===== src/rtl/ctrl_pkg.sv =====
// Shared Control Unit definitions: opcode indices, sequencer states, trap causes
// and the sub-FSM class used to route each instruction.
package ctrl_pkg;

    // Opcode indices are ins[6:2] of the RV base encoding.
    localparam logic [4:0] OPC_LOAD      = 5'd0;
    localparam logic [4:0] OPC_LOAD_FP   = 5'd1;
    localparam logic [4:0] OPC_OP_IMM    = 5'd4;
    localparam logic [4:0] OPC_AUIPC     = 5'd5;
    localparam logic [4:0] OPC_OP_IMM_32 = 5'd6;
    localparam logic [4:0] OPC_STORE     = 5'd8;
    localparam logic [4:0] OPC_STORE_FP  = 5'd9;
    localparam logic [4:0] OPC_OP        = 5'd12;
    localparam logic [4:0] OPC_LUI       = 5'd13;
    localparam logic [4:0] OPC_OP_32     = 5'd14;
    localparam logic [4:0] OPC_OP_FP     = 5'd20;
    localparam logic [4:0] OPC_BRANCH    = 5'd24;
    localparam logic [4:0] OPC_JALR      = 5'd25;
    localparam logic [4:0] OPC_JAL       = 5'd27;

    typedef enum logic [2:0] {
        ST_FETCH    = 3'd0,
        ST_DECODE   = 3'd1,
        ST_DISPATCH = 3'd2,
        ST_WAIT     = 3'd3,
        ST_TRAP     = 3'd4
    } state_e;

    typedef enum logic [1:0] {
        TRAP_NONE    = 2'b00,
        TRAP_ILLEGAL = 2'b01,
        TRAP_TIMEOUT = 2'b10
    } trap_cause_e;

    typedef enum logic [2:0] {
        CLS_NONE   = 3'd0,
        CLS_ALU    = 3'd1,
        CLS_MEM    = 3'd2,
        CLS_BRANCH = 3'd3,
        CLS_JUMP   = 3'd4,
        CLS_FP     = 3'd5
    } op_class_e;

    function automatic op_class_e opc_class(input logic [4:0] opc);
        case (opc)
            OPC_OP_IMM, OPC_AUIPC, OPC_OP_IMM_32,
            OPC_OP, OPC_LUI, OPC_OP_32:              return CLS_ALU;
            OPC_LOAD, OPC_LOAD_FP,
            OPC_STORE, OPC_STORE_FP:                 return CLS_MEM;
            OPC_BRANCH:                              return CLS_BRANCH;
            OPC_JALR, OPC_JAL:                       return CLS_JUMP;
            OPC_OP_FP:                               return CLS_FP;
            default:                                 return CLS_NONE;
        endcase
    endfunction

endpackage


===== src/rtl/fsm_fetch_dispatch_if.sv =====
// Instruction-memory fetch handshake between the sequencer (master) and imem (slave).
interface fsm_fetch_dispatch_if #(
    parameter int unsigned XLEN = 64
);
    logic [XLEN-1:0] imem_addr;
    logic            imem_req;
    logic            imem_ready;
    logic [31:0]     imem_rdata;

    modport master (
        output imem_addr,
        output imem_req,
        input  imem_ready,
        input  imem_rdata
    );

    modport slave (
        input  imem_addr,
        input  imem_req,
        output imem_ready,
        output imem_rdata
    );
endinterface


===== src/rtl/op_onehot.sv =====
// Combinational opcode decode: one-hot code vector, owning sub-FSM class and
// illegal flag. Illegal encodings produce an all-zero code.
module op_onehot
    import ctrl_pkg::*;
(
    input  logic [6:0]  op,
    output logic [31:0] code,
    output op_class_e   op_class,
    output logic        illegal
);

    always_comb begin
        op_class = opc_class(op[6:2]);
        illegal  = (op[1:0] != 2'b11) || (op_class == CLS_NONE);
        code     = illegal ? '0 : (32'd1 << op[6:2]);
    end

endmodule


===== src/rtl/fsm_fetch_dispatch.sv =====
// Control Unit top sequencer: fetch, decode, dispatch one start pulse to the
// owning sub-FSM, then wait for its PC update; traps on illegal ops and timeouts.
module fsm_fetch_dispatch
    import ctrl_pkg::*;
#(
    parameter int unsigned TIMEOUT = 15,
    parameter int unsigned XLEN    = 64
) (
    input  logic                clk,
    input  logic                rst_n,
    input  logic [XLEN-1:0]     pc,
    fsm_fetch_dispatch_if.master imem,
    input  logic                pc_done,
    output logic [31:0]         ins,
    output logic [31:0]         code,
    output logic                start_alu,
    output logic                start_mem,
    output logic                start_branch,
    output logic                start_jump,
    output logic                start_fp,
    output logic                busy,
    output logic [1:0]          trap_cause
);

    localparam logic [7:0] TIMEOUT_CNT = 8'(TIMEOUT);

    state_e     state;
    logic [7:0] wait_cnt;
    logic [31:0] dec_code;
    op_class_e  dec_class;
    logic       dec_illegal;

    op_onehot u_op_onehot (
        .op       (ins[6:0]),
        .code     (dec_code),
        .op_class (dec_class),
        .illegal  (dec_illegal)
    );

    // Request is suppressed while reset is held so the reset cycle issues no fetch.
    assign imem.imem_addr = pc;
    assign imem.imem_req  = rst_n && (state == ST_FETCH);
    assign busy           = (state != ST_TRAP);

    always_ff @(posedge clk) begin
        if (!rst_n) begin
            state        <= ST_FETCH;
            ins          <= '0;
            code         <= '0;
            start_alu    <= 1'b0;
            start_mem    <= 1'b0;
            start_branch <= 1'b0;
            start_jump   <= 1'b0;
            start_fp     <= 1'b0;
            trap_cause   <= TRAP_NONE;
            wait_cnt     <= '0;
        end else begin
            start_alu    <= 1'b0;
            start_mem    <= 1'b0;
            start_branch <= 1'b0;
            start_jump   <= 1'b0;
            start_fp     <= 1'b0;
            case (state)
                ST_FETCH: begin
                    if (imem.imem_ready) begin
                        ins   <= imem.imem_rdata;
                        state <= ST_DECODE;
                    end
                end
                ST_DECODE: begin
                    if (dec_illegal) begin
                        code       <= '0;
                        trap_cause <= TRAP_ILLEGAL;
                        state      <= ST_TRAP;
                    end else begin
                        code         <= dec_code;
                        start_alu    <= (dec_class == CLS_ALU);
                        start_mem    <= (dec_class == CLS_MEM);
                        start_branch <= (dec_class == CLS_BRANCH);
                        start_jump   <= (dec_class == CLS_JUMP);
                        start_fp     <= (dec_class == CLS_FP);
                        state        <= ST_DISPATCH;
                    end
                end
                ST_DISPATCH: begin
                    wait_cnt <= '0;
                    state    <= ST_WAIT;
                end
                ST_WAIT: begin
                    // wait_cnt holds completed WAIT cycles, so +1 counts the current one.
                    wait_cnt <= wait_cnt + 8'd1;
                    if (pc_done) begin
                        state <= ST_FETCH;
                    end else if (wait_cnt + 8'd1 == TIMEOUT_CNT) begin
                        trap_cause <= TRAP_TIMEOUT;
                        state      <= ST_TRAP;
                    end
                end
                ST_TRAP: begin
                    state <= ST_TRAP;
                end
                default: begin
                    state <= ST_FETCH;
                end
            endcase
        end
    end

endmodule


===== src/flat_wrapper.sv =====
// flat-port wrapper written by rule: the top's interface ports become plain ports
module fsm_fetch_dispatch_flat import ctrl_pkg::*;
#(
    parameter int unsigned TIMEOUT = 15,
    parameter int unsigned XLEN    = 64
)
  (clk, rst_n, pc, pc_done, ins, code, start_alu, start_mem, start_branch, start_jump, start_fp, busy, trap_cause, imem_imem_addr, imem_imem_req, imem_imem_ready, imem_imem_rdata);
  fsm_fetch_dispatch_if #(.XLEN(XLEN)) imem_i ();
  input  logic clk;
  input  logic rst_n;
  input  logic [XLEN-1:0] pc;
  input  logic pc_done;
  output logic [31:0] ins;
  output logic [31:0] code;
  output logic start_alu;
  output logic start_mem;
  output logic start_branch;
  output logic start_jump;
  output logic start_fp;
  output logic busy;
  output logic [1:0] trap_cause;
  output wire logic [$bits(imem_i.imem_addr)-1:0] imem_imem_addr;
  output wire logic [$bits(imem_i.imem_req)-1:0] imem_imem_req;
  input wire logic [$bits(imem_i.imem_ready)-1:0] imem_imem_ready;
  input wire logic [$bits(imem_i.imem_rdata)-1:0] imem_imem_rdata;
  assign imem_imem_addr = imem_i.imem_addr;
  assign imem_imem_req = imem_i.imem_req;
  assign imem_i.imem_ready = imem_imem_ready;
  assign imem_i.imem_rdata = imem_imem_rdata;
  fsm_fetch_dispatch #(.TIMEOUT(TIMEOUT), .XLEN(XLEN)) u_core (.clk(clk), .rst_n(rst_n), .pc(pc), .imem(imem_i), .pc_done(pc_done), .ins(ins), .code(code), .start_alu(start_alu), .start_mem(start_mem), .start_branch(start_branch), .start_jump(start_jump), .start_fp(start_fp), .busy(busy), .trap_cause(trap_cause));
endmodule

===== config.mk =====
export PLATFORM = sky130hd
export DESIGN_NAME = fsm_fetch_dispatch_flat
export DESIGN_NICKNAME = d
export VERILOG_FILES = /design/src/rtl/ctrl_pkg.sv /design/src/rtl/fsm_fetch_dispatch_if.sv /design/src/rtl/op_onehot.sv /design/src/rtl/fsm_fetch_dispatch.sv /design/src/flat_wrapper.sv
export SDC_FILE = /design/constraint.sdc
export NUM_CORES = 1
export LEC_CHECK = 0
export BUFFER_PORTS_ARGS = -buffer_cell sky130_fd_sc_hd__buf_2
export CORE_MARGIN = 4
export CORE_UTILIZATION = 39
export DETAILED_ROUTE_END_ITERATION = 10
export PLACE_DENSITY = 0.77
export RECOVER_POWER = 100
export SYNTH_ARGS = -nofsm -noshare
export SYNTH_HDL_FRONTEND = slang
export SYNTH_HIERARCHICAL = 1
export SYNTH_SLANG_ARGS = --single-unit

===== constraint.sdc =====
create_clock -name clk -period 1.7 [get_ports clk]
set_input_delay 0.17 -clock clk [delete_from_list [all_inputs] [get_ports clk]]
set_output_delay 0.17 -clock clk [all_outputs]
set_load 0.02 [all_outputs]

==> out/results.tsv, run 1 <==
metric	value	unit
first-pass GRT wire length	13.72	mm
Die W	107.6	um
htree depth	3	
critical path's slowest cell	or3b_4	
flop and latch count out of synthesis	82	
Peak supply drop	465.4	uV
initial DRC count	107	
largest family of logic cells by synthesized area	simple AND/OR/NAND/NOR gates	
Total Routing Usage GR	0.1485	
vias	3095	
synthesized area per cell	8.613	um^2
synthesis-to-finish area growth	10.97	%
clock-pin slew on the worst setup and hold paths	0.09	ns
status	finished, final reports clean	
Core ar.	0.009729	mm^2
most used routing layer	met2	
hold_ws	0.03936	ns
top cell type's share of synthesized area	0.4245	
antenna violations before repair	2	
Synth area leaders	dfxtp_1 42%, buf_4 16%, nand2_1 7.5%, a22o_1 6.6%, a21oi_1 6.3%	
Synth area leader	dfxtp_1	
combinational power share	0.113	
layout cell share with drive strength beyond 1	0.1905	
crit-path max FO	6	
met1 Use GR	0.1629	
cts bufs inserted	9	
min Tclk post-route	1.699	ns
sequential area share after synthesis	0.4245	
Residual DRC	0	
pin count of the biggest net entering global routing	46	
Seq pwr share	0.489	
via/cell ratio	4.851	
Final Hold Violating Endpoints	0	
met2 Use GR	0.2487	
# rows	36	
met3 GRT Util	0.06959	
CP Class	reg -> reg	
gpl congestion	0.8268	
critical-path cell list	o21a_1 -> nor3_2 -> o21bai_4 -> or3b_4 -> a21oi_4 -> o21ai_0 -> a21oi_1	
cell internal pwr	3.004	mW
CTS max path bufs	2	
switching share of power	0.2716	
complex-gate fraction of the synthesized area	0.1692	
GRT overflow	0	
Simple-Gate Fraction of Synth Area	0.2003	
xor/xnor share of the synthesized area	0.004529	
worst slew pin tran	0.6367	ns
CTS tree	built	
hold_buf cts	0	
# IOs	237	
Hold WC Path Type	in -> reg	
maximum clock frequency	588.6	MHz
Synth Area in Adders	0.006470	
number of library cell types mapped by synthesis	48	
worst skew pair latency	0.35	ns
WL final	8.607	mm
Yosys warnings	6	
clock sink count	82	
synthesized cell area	0.003867	mm^2
die height	107.6	um
vias in the first global route	2971	
post-synthesis mux area share	0	
Tcrit/Tclk final	0.9994	
Avg WL per Cell	13.49	um
Post-Synthesis Cells	449	
Critical Path RT	1.99	ns
nature of the critical path startpoint	register	
EDFF count, synth	0	
share of total power in the clock network	0.397	
nature of the critical path endpoint	register	
IO Port Bufs	108	
pwr/cell area	961.1	mW/mm^2
Data arrival, critical path	1.99	ns
Final ANT Viol Nets	0	
Sum Neg Setup Slack	0	ns
sum of net half-perimeters after detailed placement	6.223	mm
Async SR Flop Fraction	0	
Slew HR	0.5745	
CTS root buffer	clkbuf_8	
Setup Viol. Count Final	0	
Static Leak	1.671	nW
Fin Clk Skew	0.005326	ns
Slew Viols, Final	0	
ys flop type	dfxtp_1	
slowest stage delay, CP	0.40	ns
P_sw	1.120	mW
Initial Util	0.3975	
Layout Nets	601	
RSZ-0062 raised after global routing	true	
maximum capacitance violations	0	
First-pass DRT Iterations	4	
Die Area	0.01157	mm^2
power by group through the flow:
stage / logic (mW) / registers [mW] / clock network (mW)
2_1_floorplan: 0.481 / 2.13 / 0
3_3_place_gp: 0.467 / 2.06 / 0
3_5_place_dp: 0.478 / 2.06 / 0
4_1_cts: 0.481 / 2.02 / 1.70
5_1_grt: 0.520 / 2.03 / 1.77
6_report: 0.467 / 2.02 / 1.64
cells in the mapped netlist, types with 2 or more instances:
cell / instances
buf_4: 84
dfxtp_1: 82
nand2_1: 77
a21oi_1: 49
a22o_1: 29
nor2_1: 25
clkbuf_1: 10
buf_2: 9
nor3_1: 9
nand3b_1: 6
o21ai_0: 6
nand2b_1: 4
nand3_1: 4
o21a_1: 4
a21o_1: 3
inv_1: 3
nor2b_1: 3
a21boi_0: 2
a41o_1: 2
and2_1: 2
buf_6: 2
ha_1: 2
nand4_1: 2
nor3b_2: 2
or3_4: 2
or3b_1: 2
or4_1: 2
xor2_1: 2
cell usage in the layout, fill, tap and decap left out, types with 3 or more instances in the layout:
cell type / netlist / routed
nor2_1: 25 / 24
nand2b_1: 4 / 4
a22o_1: 29 / 29
buf_4: 84 / 17
o21a_1: 4 / 4
dfxtp_1: 82 / 77
clkbuf_8: 0 / 9
nand3b_1: 6 / 6
nand2_1: 77 / 77
inv_1: 3 / 3
conb_1: 1 / 18
a21o_1: 3 / 3
dfxtp_2: 0 / 5
nor3_1: 9 / 7
nand3_1: 4 / 4
buf_2: 9 / 39
a21oi_1: 49 / 47
clkbuf_1: 10 / 69
nor2b_1: 3 / 3
o21ai_0: 6 / 6
what timing repair did:
item	CTS	global route
resized for setup	3	4
setup endpoints to repair	31	4
gates cloned	0	1
endpoints found under the hold margin	0	0
buffers inserted	0	1
registers in the layout, indices dropped and copies added, names as in the netlist:
name                 flops
u_core/code             32
u_core/ins              32
u_core/wait_cnt          8
u_core/state             3
u_core/trap_cause        2
u_core/start_alu         1
u_core/start_branch      1
u_core/start_fp          1
u_core/start_jump        1
u_core/start_mem         1
metrics by stage:
step	worst slack, ns	instances	utilization	power [mW]	cell area [um^2]
finish	0.001007	638	0.4411	4.125	4292
global route	-0.1468	638	0.4411	4.320	4292
CTS	0.004778	635	0.4442	4.194	4322
detailed placement	-0.04921	619	0.4190	2.538	4076
global placement	0.05622	619	0.4190	2.525	4076
floorplan	0.02382	466	-	2.611	3949
routing by layer:
metal,vias up,part of all wire,wire [um]
met5,-,0.0015,13
met1,1410,0.42,3586
met3,20,0.084,725
met2,135,0.48,4131
met4,2,0.017,150
li1,1528,-,-
cell families (layout without fill, tap and decap cells):
family	Yosys count	count (layout)
other cells	1	19
fa+ha+maj	2	2
xor+xnor	2	2
buf+inv	109	147
flops	82	82
simple gates	153	153
compound gates	100	100
area by class of cell:
type	count	area, um^2
clock buffers	9	123.9
clock inverters	7	107.6
multi-input cells	275	1585
flip-flops and latches	82	1648
diodes	1	2.502
well taps	133	166.4
fillers	1023	5438
inverters	3	11.26
repair buffers	128	646.9
worst max-delay path: cells and delay by family (launching register included):
family | cells | cell delay (ns)
simple gates | 2 | 0.58
compound gates | 5 | 0.71
flops | 1 | 0.36
worst paths after layout:
kind	slack, ns	cells after the start	to	start
worst min register to register	0.46	2	u_core/ins[25]	u_core/ins[25]
worst max register to register	0.001	7	u_core/state[1]	u_core/ins[5]
worst max-delay path	0.001	7	u_core/state[1]	u_core/ins[5]
worst min-delay path	0.04	3	u_core/ins[2]	imem_imem_rdata[2]
(Power assumes the default switching activity.)
==> run 2, diff against run 1 <==
--- a/config.mk
+++ b/config.mk
@@ -9,7 +9,7 @@
 export CORE_MARGIN = 4
 export CORE_UTILIZATION = 39
 export DETAILED_ROUTE_END_ITERATION = 10
-export PLACE_DENSITY = 0.77
+export PLACE_DENSITY = 0.82
 export RECOVER_POWER = 100
 export SYNTH_ARGS = -nofsm -noshare
 export SYNTH_HDL_FRONTEND = slang
==> run 2 against run 1 <==
Wire length up 8.1%. First-iteration DRC count up 36%. Critical endpoint unchanged. Critical path depth unchanged. Total power up 3.3%. Utilization up 0.37 points. Largest power group unchanged. Die area unchanged. Final area up 0.85%. Global-route usage up 0.91 points. Critical path type unchanged.
==> out/results.tsv, run 2 (synthesized netlist as in run 1, its figures left out) <==
metric	value	unit	change
htree depth	3		unchanged
Slew HR	0.5597		-0.01480
worst skew pair latency	0.35	ns	about the same
Core ar.	0.009729	mm^2	unchanged
Setup Viol. Count Final	0		unchanged
antenna violations before repair	2		unchanged
Total Routing Usage GR	0.1575		+0.009078
FF/Latch Area	0.001650	mm^2	+0.15%
worst slew pin tran	0.6588	ns	+0.02214 ns
Levels on crit path	7		unchanged
status	finished, final reports clean		
sum of net half-perimeters after detailed placement	6.967	mm	+12%
hold_ws	0.04713	ns	+0.007773 ns
worst hold stages	3		unchanged
RSZ-0062 raised after global routing	true		
# diodes	0		-1
kind of cell adding the most delay to the critical path	compound AO/OA/AOI/OAI gates		
die height	107.6	um	unchanged
cts bufs inserted	9		unchanged
maximum capacitance violations	0		unchanged
Slew Viols, Final	0		unchanged
min Tclk post-route	1.698	ns	-0.001183 ns
first-pass GRT wire length	14.72	mm	+7.3%
clock sink count	82		unchanged
clock-pin slew on the worst setup and hold paths	0.09	ns	about the same
Data arrival, critical path	1.98	ns	about the same
pin count of the biggest net entering global routing	33		-28%
Static Leak	1.705	nW	+2.0%
Layout Nets	610		+1.5%
CP Class	reg -> reg		
# rows	36		unchanged
Critical Path RT	1.98	ns	about the same
via/cell ratio	4.892		+0.84%
slowest stage delay, CP	0.39	ns	about the same
layout cell share with drive strength beyond 1	0.2008		+0.01030
First-pass DRT Iterations	7		+3
Residual DRC	0		unchanged
fillcell total	968		-5.4%
nature of the critical path startpoint	register		
crit-path max FO	6		unchanged
Reg2Reg Depth	7		unchanged
Fin Clk Skew	0.01043	ns	+0.005099 ns
Die W	107.6	um	unchanged
Die Area	0.01157	mm^2	unchanged
maximum clock frequency	589.0	MHz	about the same
Peak supply drop	774.0	uV	+66%
critical path's slowest cell	or3b_1		
largest registers	u_core/code (32), u_core/ins (32), u_core/wait_cnt (8)		
CTS max path bufs	2		unchanged
Final ANT Viol Nets	0		unchanged
post-layout util	0.4448		+0.003729
critical-path cell list	o21a_1 -> nor3_2 -> o21bai_2 -> or3b_1 -> a21oi_2 -> nor3_1 -> a21oi_1		
IO Port Bufs	108		unchanged
Total Power	4.259	mW	+3.3%
Hold WC Path Type	in -> reg		
Sum Neg Setup Slack	0	ns	unchanged
initial DRC count	146		+36%
area of the multi-input gates	0.001573	mm^2	-0.79%
GRT overflow	0		unchanged
vias	3160		+2.1%
worst path bufs/invs	0		unchanged
Final Hold Violating Endpoints	0		unchanged
CTS tree	built		
# IOs	237		unchanged
Tcrit/Tclk final	0.9987		about the same
WL final	9.304	mm	+8.1%
Initial Util	0.3975		unchanged
CTS root buffer	clkbuf_8		
gpl congestion	0.8197		-0.86%
nature of the critical path endpoint	register		
vias in the first global route	3075		+3.5%
most frequent cells in the layout	77 x nand2_1, 77 x dfxtp_1, 71 x clkbuf_1, 48 x a21oi_1, 37 x buf_2		
synthesis-to-finish area growth	11.91	%	
pwr/cell area	984.1	mW/mm^2	+2.4%
Avg WL per Cell	14.40	um	+6.8%
==> run 2: cell types whose count changed in the layout (fill, tap and decap cells not counted), sizes merged <==
cell / change
diode: -1
buf: +8
clkbuf: +1
clkinvlp: -1
bufinv: +1
==> run 2: final cells by class <==
| type | instances | area share |
|---|---|---|
| clock buffers | 9 | 0.02862 |
| inverters | 3 | 0.002602 |
| clock inverters | 7 | 0.03007 |
| well taps | 133 | 0.03845 |
| repair buffers | 137 | 0.1555 |
| flip-flops and latches | 82 | 0.3813 |
| multi-input cells | 275 | 0.3634 |
==> run 2: stage by stage <==
step | setup WS, ns | instances | area, um^2
floorplan | 0.02382 | 466 | 3949
global placement | 0.08958 | 624 | 4089
detailed placement | -0.06201 | 624 | 4089
CTS | 0.007382 | 641 | 4359
global route | -0.1007 | 646 | 4328
finish | 0.002191 | 646 | 4328
==> run 2: worst paths after layout <==
path / from / endpoint / slack [ns]
setup / recovery: u_core/ins[5] / u_core/state[1] / 0.002
hold / removal: imem_imem_rdata[6] / u_core/ins[6] / 0.05
setup reg to reg: u_core/ins[5] / u_core/state[1] / 0.002
hold reg to reg: u_core/ins[29] / u_core/ins[29] / 0.46
==> run 2: tightest hold or removal path, stage by stage <==
cell and delay (ns):
buf_2 0.10, nand2_1 0.05, a21oi_1 0.05
==> run 2: power breakdown <==
group | internal [mW] | leakage (nW) | switching, mW
registers | 1.98 | 0.668 | 0.0374
clock network | 1.01 | 0.128 | 0.757
logic | 0.171 | 0.908 | 0.308
total | 3.16 | 1.70 | 1.10
==> run 2: timing repair <==
action	in CTS	in global routing
resized for setup	2	6
pin swaps	0	1
buffers inserted	1	5
endpoints found under the setup margin	30	36
hold buffers	0	0
==> run 2: routing by layer <==
layer	GRT usage	wire (um)
met3	0.05939	831
met2	0.2722	4603
met5	0	29
met4	0.06763	215
met1	0.1718	3624
==> run 3, diff against run 2 <==
--- a/config.mk
+++ b/config.mk
@@ -6,8 +6,10 @@
 export NUM_CORES = 1
 export LEC_CHECK = 0
 export BUFFER_PORTS_ARGS = -buffer_cell sky130_fd_sc_hd__buf_2
-export CORE_MARGIN = 4
-export CORE_UTILIZATION = 39
+export CELL_PAD_IN_SITES_DETAIL_PLACEMENT = 0
+export CELL_PAD_IN_SITES_GLOBAL_PLACEMENT = 1
+export CORE_MARGIN = 2
+export CORE_UTILIZATION = 27
 export DETAILED_ROUTE_END_ITERATION = 10
 export PLACE_DENSITY = 0.82
 export RECOVER_POWER = 100
==> run 3 against run 2 <==
Total power increased by 6.5%. Sequential power is essentially flat. Maximum frequency grew 0.22%. Largest power group is now the clock network. Global-route usage shrank 3.6 points. Critical path type unchanged. Highest routed layer is now met4.
==> out/results.tsv, run 3 (synthesized netlist as in run 1, its figures left out) <==
metric	value	unit	change
die height	123.7	um	+15%
Tcrit/Tclk final	0.9965		-0.002213
most frequent cells in the layout	77 x nand2_1, 76 x dfxtp_1, 70 x clkbuf_1, 48 x a21oi_1, 38 x buf_2		
CTS root buffer	clkbuf_16		
worst skew pair latency	0.34	ns	about the same
critical-path cell list	o21a_1 -> nor3_2 -> o21bai_2 -> or3b_1 -> a21oi_2 -> o21ai_0 -> a21oi_1		
Setup Viol. Count Final	0		unchanged
Final Hold Violating Endpoints	0		unchanged
Seq pwr share	0.445		-0.028
hold path startpoint	imem_imem_rdata[22]		
Slew HR	0.5640		+0.004311
Peak supply drop	443.5	uV	-43%
Layout Nets	610		unchanged
RSZ-0062 raised after global routing	true		
status	finished, final reports clean		
post-layout util	0.3219		-0.1229
Reg-to-Reg Start	u_core/ins[5]		
IO Port Bufs	108		unchanged
clock sink count	82		unchanged
commonest non-fill, non-tap cell in the layout	nand2_1		
Sum Neg Setup Slack	0	ns	unchanged
first-pass GRT wire length	14.43	mm	-1.9%
Crit. Startpoint	u_core/ins[5]		
sum of net half-perimeters after detailed placement	6.710	mm	-3.7%
Core ar.	0.01393	mm^2	+43%
htree depth	3		unchanged
gpl congestion	0.7767		-5.2%
switching share of power	0.2676		+0.008741
# IOs	237		unchanged
final instance area	0.004486	mm^2	+3.6%
cts bufs inserted	9		unchanged
worst slew pin tran	0.6524	ns	-0.006452 ns
cell internal pwr	3.321	mW	+5.2%
pin count of the biggest net entering global routing	34		+3.0%
initial DRC count	181		+24%
share of total power in the clock network	0.447		+0.033
largest registers	u_core/code (32), u_core/ins (32), u_core/wait_cnt (8)		
min Tclk post-route	1.694	ns	-0.003762 ns
# rows	43		+19%
Die Area	0.01530	mm^2	+32%
Residual DRC	0		unchanged
pwr/cell area	1011	mW/mm^2	+2.7%
antenna violations before repair	2		unchanged
vias	3129		-0.98%
First-pass DRT Iterations	4		-3
via/cell ratio	4.509		-7.8%
Avg WL per Cell	13.40	um	-7.0%
clock-pin slew on the worst setup and hold paths	0.07	ns	-0.02 ns
fillcell total	1486		+54%
WL final	9.299	mm	about the same
layout cell share with drive strength beyond 1	0.2066		+0.005848
Static Leak	1.740	nW	+2.1%
critical path's slowest cell	or3b_1		
Critical Path RT	1.98	ns	about the same
CTS tree	built		
vias in the first global route	2990		-2.8%
nature of the critical path startpoint	register		
Final ANT Viol Nets	0		unchanged
crit-path max FO	7		+1
P_sw	1.214	mW	+10%
maximum clock frequency	590.3	MHz	+0.22%
nature of the critical path endpoint	register		
Total Routing Usage GR	0.1216		-0.03594
Initial Util	0.2775		-0.1200
dpl cell area	0.004160	mm^2	+1.7%
Die W	123.7	um	+15%
combinational power share	0.107		-0.006
GRT overflow	0		unchanged
Hold WC Path Type	in -> reg		
synthesis-to-finish area growth	15.98	%	
CP Class	reg -> reg		
slowest stage delay, CP	0.40	ns	about the same
Slew Viols, Final	0		unchanged
Data arrival, critical path	1.97	ns	about the same
CTS max path bufs	2		unchanged
maximum capacitance violations	0		unchanged
Fin Clk Skew	0.004822	ns	-0.005604 ns
-- run 3: changes by cell type in the layout (fill, tap and decap cells not counted), sizes merged --
cell,previous run,this run
diode,0,1
inv,7,6
clkinvlp,0,1
clkinv,0,2
bufinv,3,1
-- run 3: worst max-delay path: cells and delay by family, from the launching register on --
| kind | cells | cell delay [ns] |
|---|---|---|
| AND/OR/NAND/NOR | 2 | 0.53 |
| AO/OA/AOI/OAI | 5 | 0.74 |
| flip-flops | 1 | 0.35 |
-- run 3: path summary, 6_finish.rpt --
path                           to  slack, ns  depth (start not counted)
setup / recovery  u_core/state[1]      0.006                          7
hold reg to reg    u_core/ins[27]       0.46                          2
hold / removal     u_core/ins[22]       0.05                          3
setup reg to reg  u_core/state[1]      0.006                          7
-- run 3: power by group through the flow --
stage                     registers (mW)  clock network, mW  logic, mW
final                               2.02               2.03      0.486
after global routing                2.03               2.16      0.542
after CTS                           2.02               2.11      0.499
after detailed placement            2.06                  0      0.495
after global placement              2.06                  0      0.485
after floorplan                     2.13                  0      0.481
-- run 3: cell type report --
type	instances	area, um^2	area share
antenna	1	2.502	0.0005579
clock buffer	9	225.2	0.05021
clock inverter	7	85.08	0.01897
inverter	3	11.26	0.002510
multi-input combinational	275	1583	0.3529
sequential	82	1649	0.3676
tap	180	225.2	0.05021
timing repair buffer	137	704.4	0.1570
-- run 3: repair_timing --
action,4_1_cts,5_1_grt
cloned,0,1
hold buffers,0,0
gates resized for setup,3,6
setup buffers,0,5
setup endpoints to repair,3,13
pin swaps,0,3
-- run 3: stage by stage --
step / total power [mW] / hold slack [ns] / setup slack (ns) / instances
floorplan: 2.611 / 0.2985 / 0.02382 / 466
global placement: 2.543 / 0.3401 / 0.06302 / 671
detailed placement: 2.556 / 0.3401 / 0.009551 / 671
CTS: 4.626 / 0.03495 / 0.01587 / 687
global route: 4.730 / 0.06217 / -0.1132 / 693
finish: 4.534 / 0.05424 / 0.005952 / 694
-- run 3: metal layers --
| metal | share of wire | vias up | GRT usage |
|---|---|---|---|
| met1 | 0.42 | 1416 | 0.1371 |
| li1 | - | 1546 | - |
| met4 | 0.030 | 0 | 0.06534 |
| met5 | 0 | - | 0 |
| met3 | 0.089 | 38 | 0.05495 |
| met2 | 0.46 | 129 | 0.1920 |
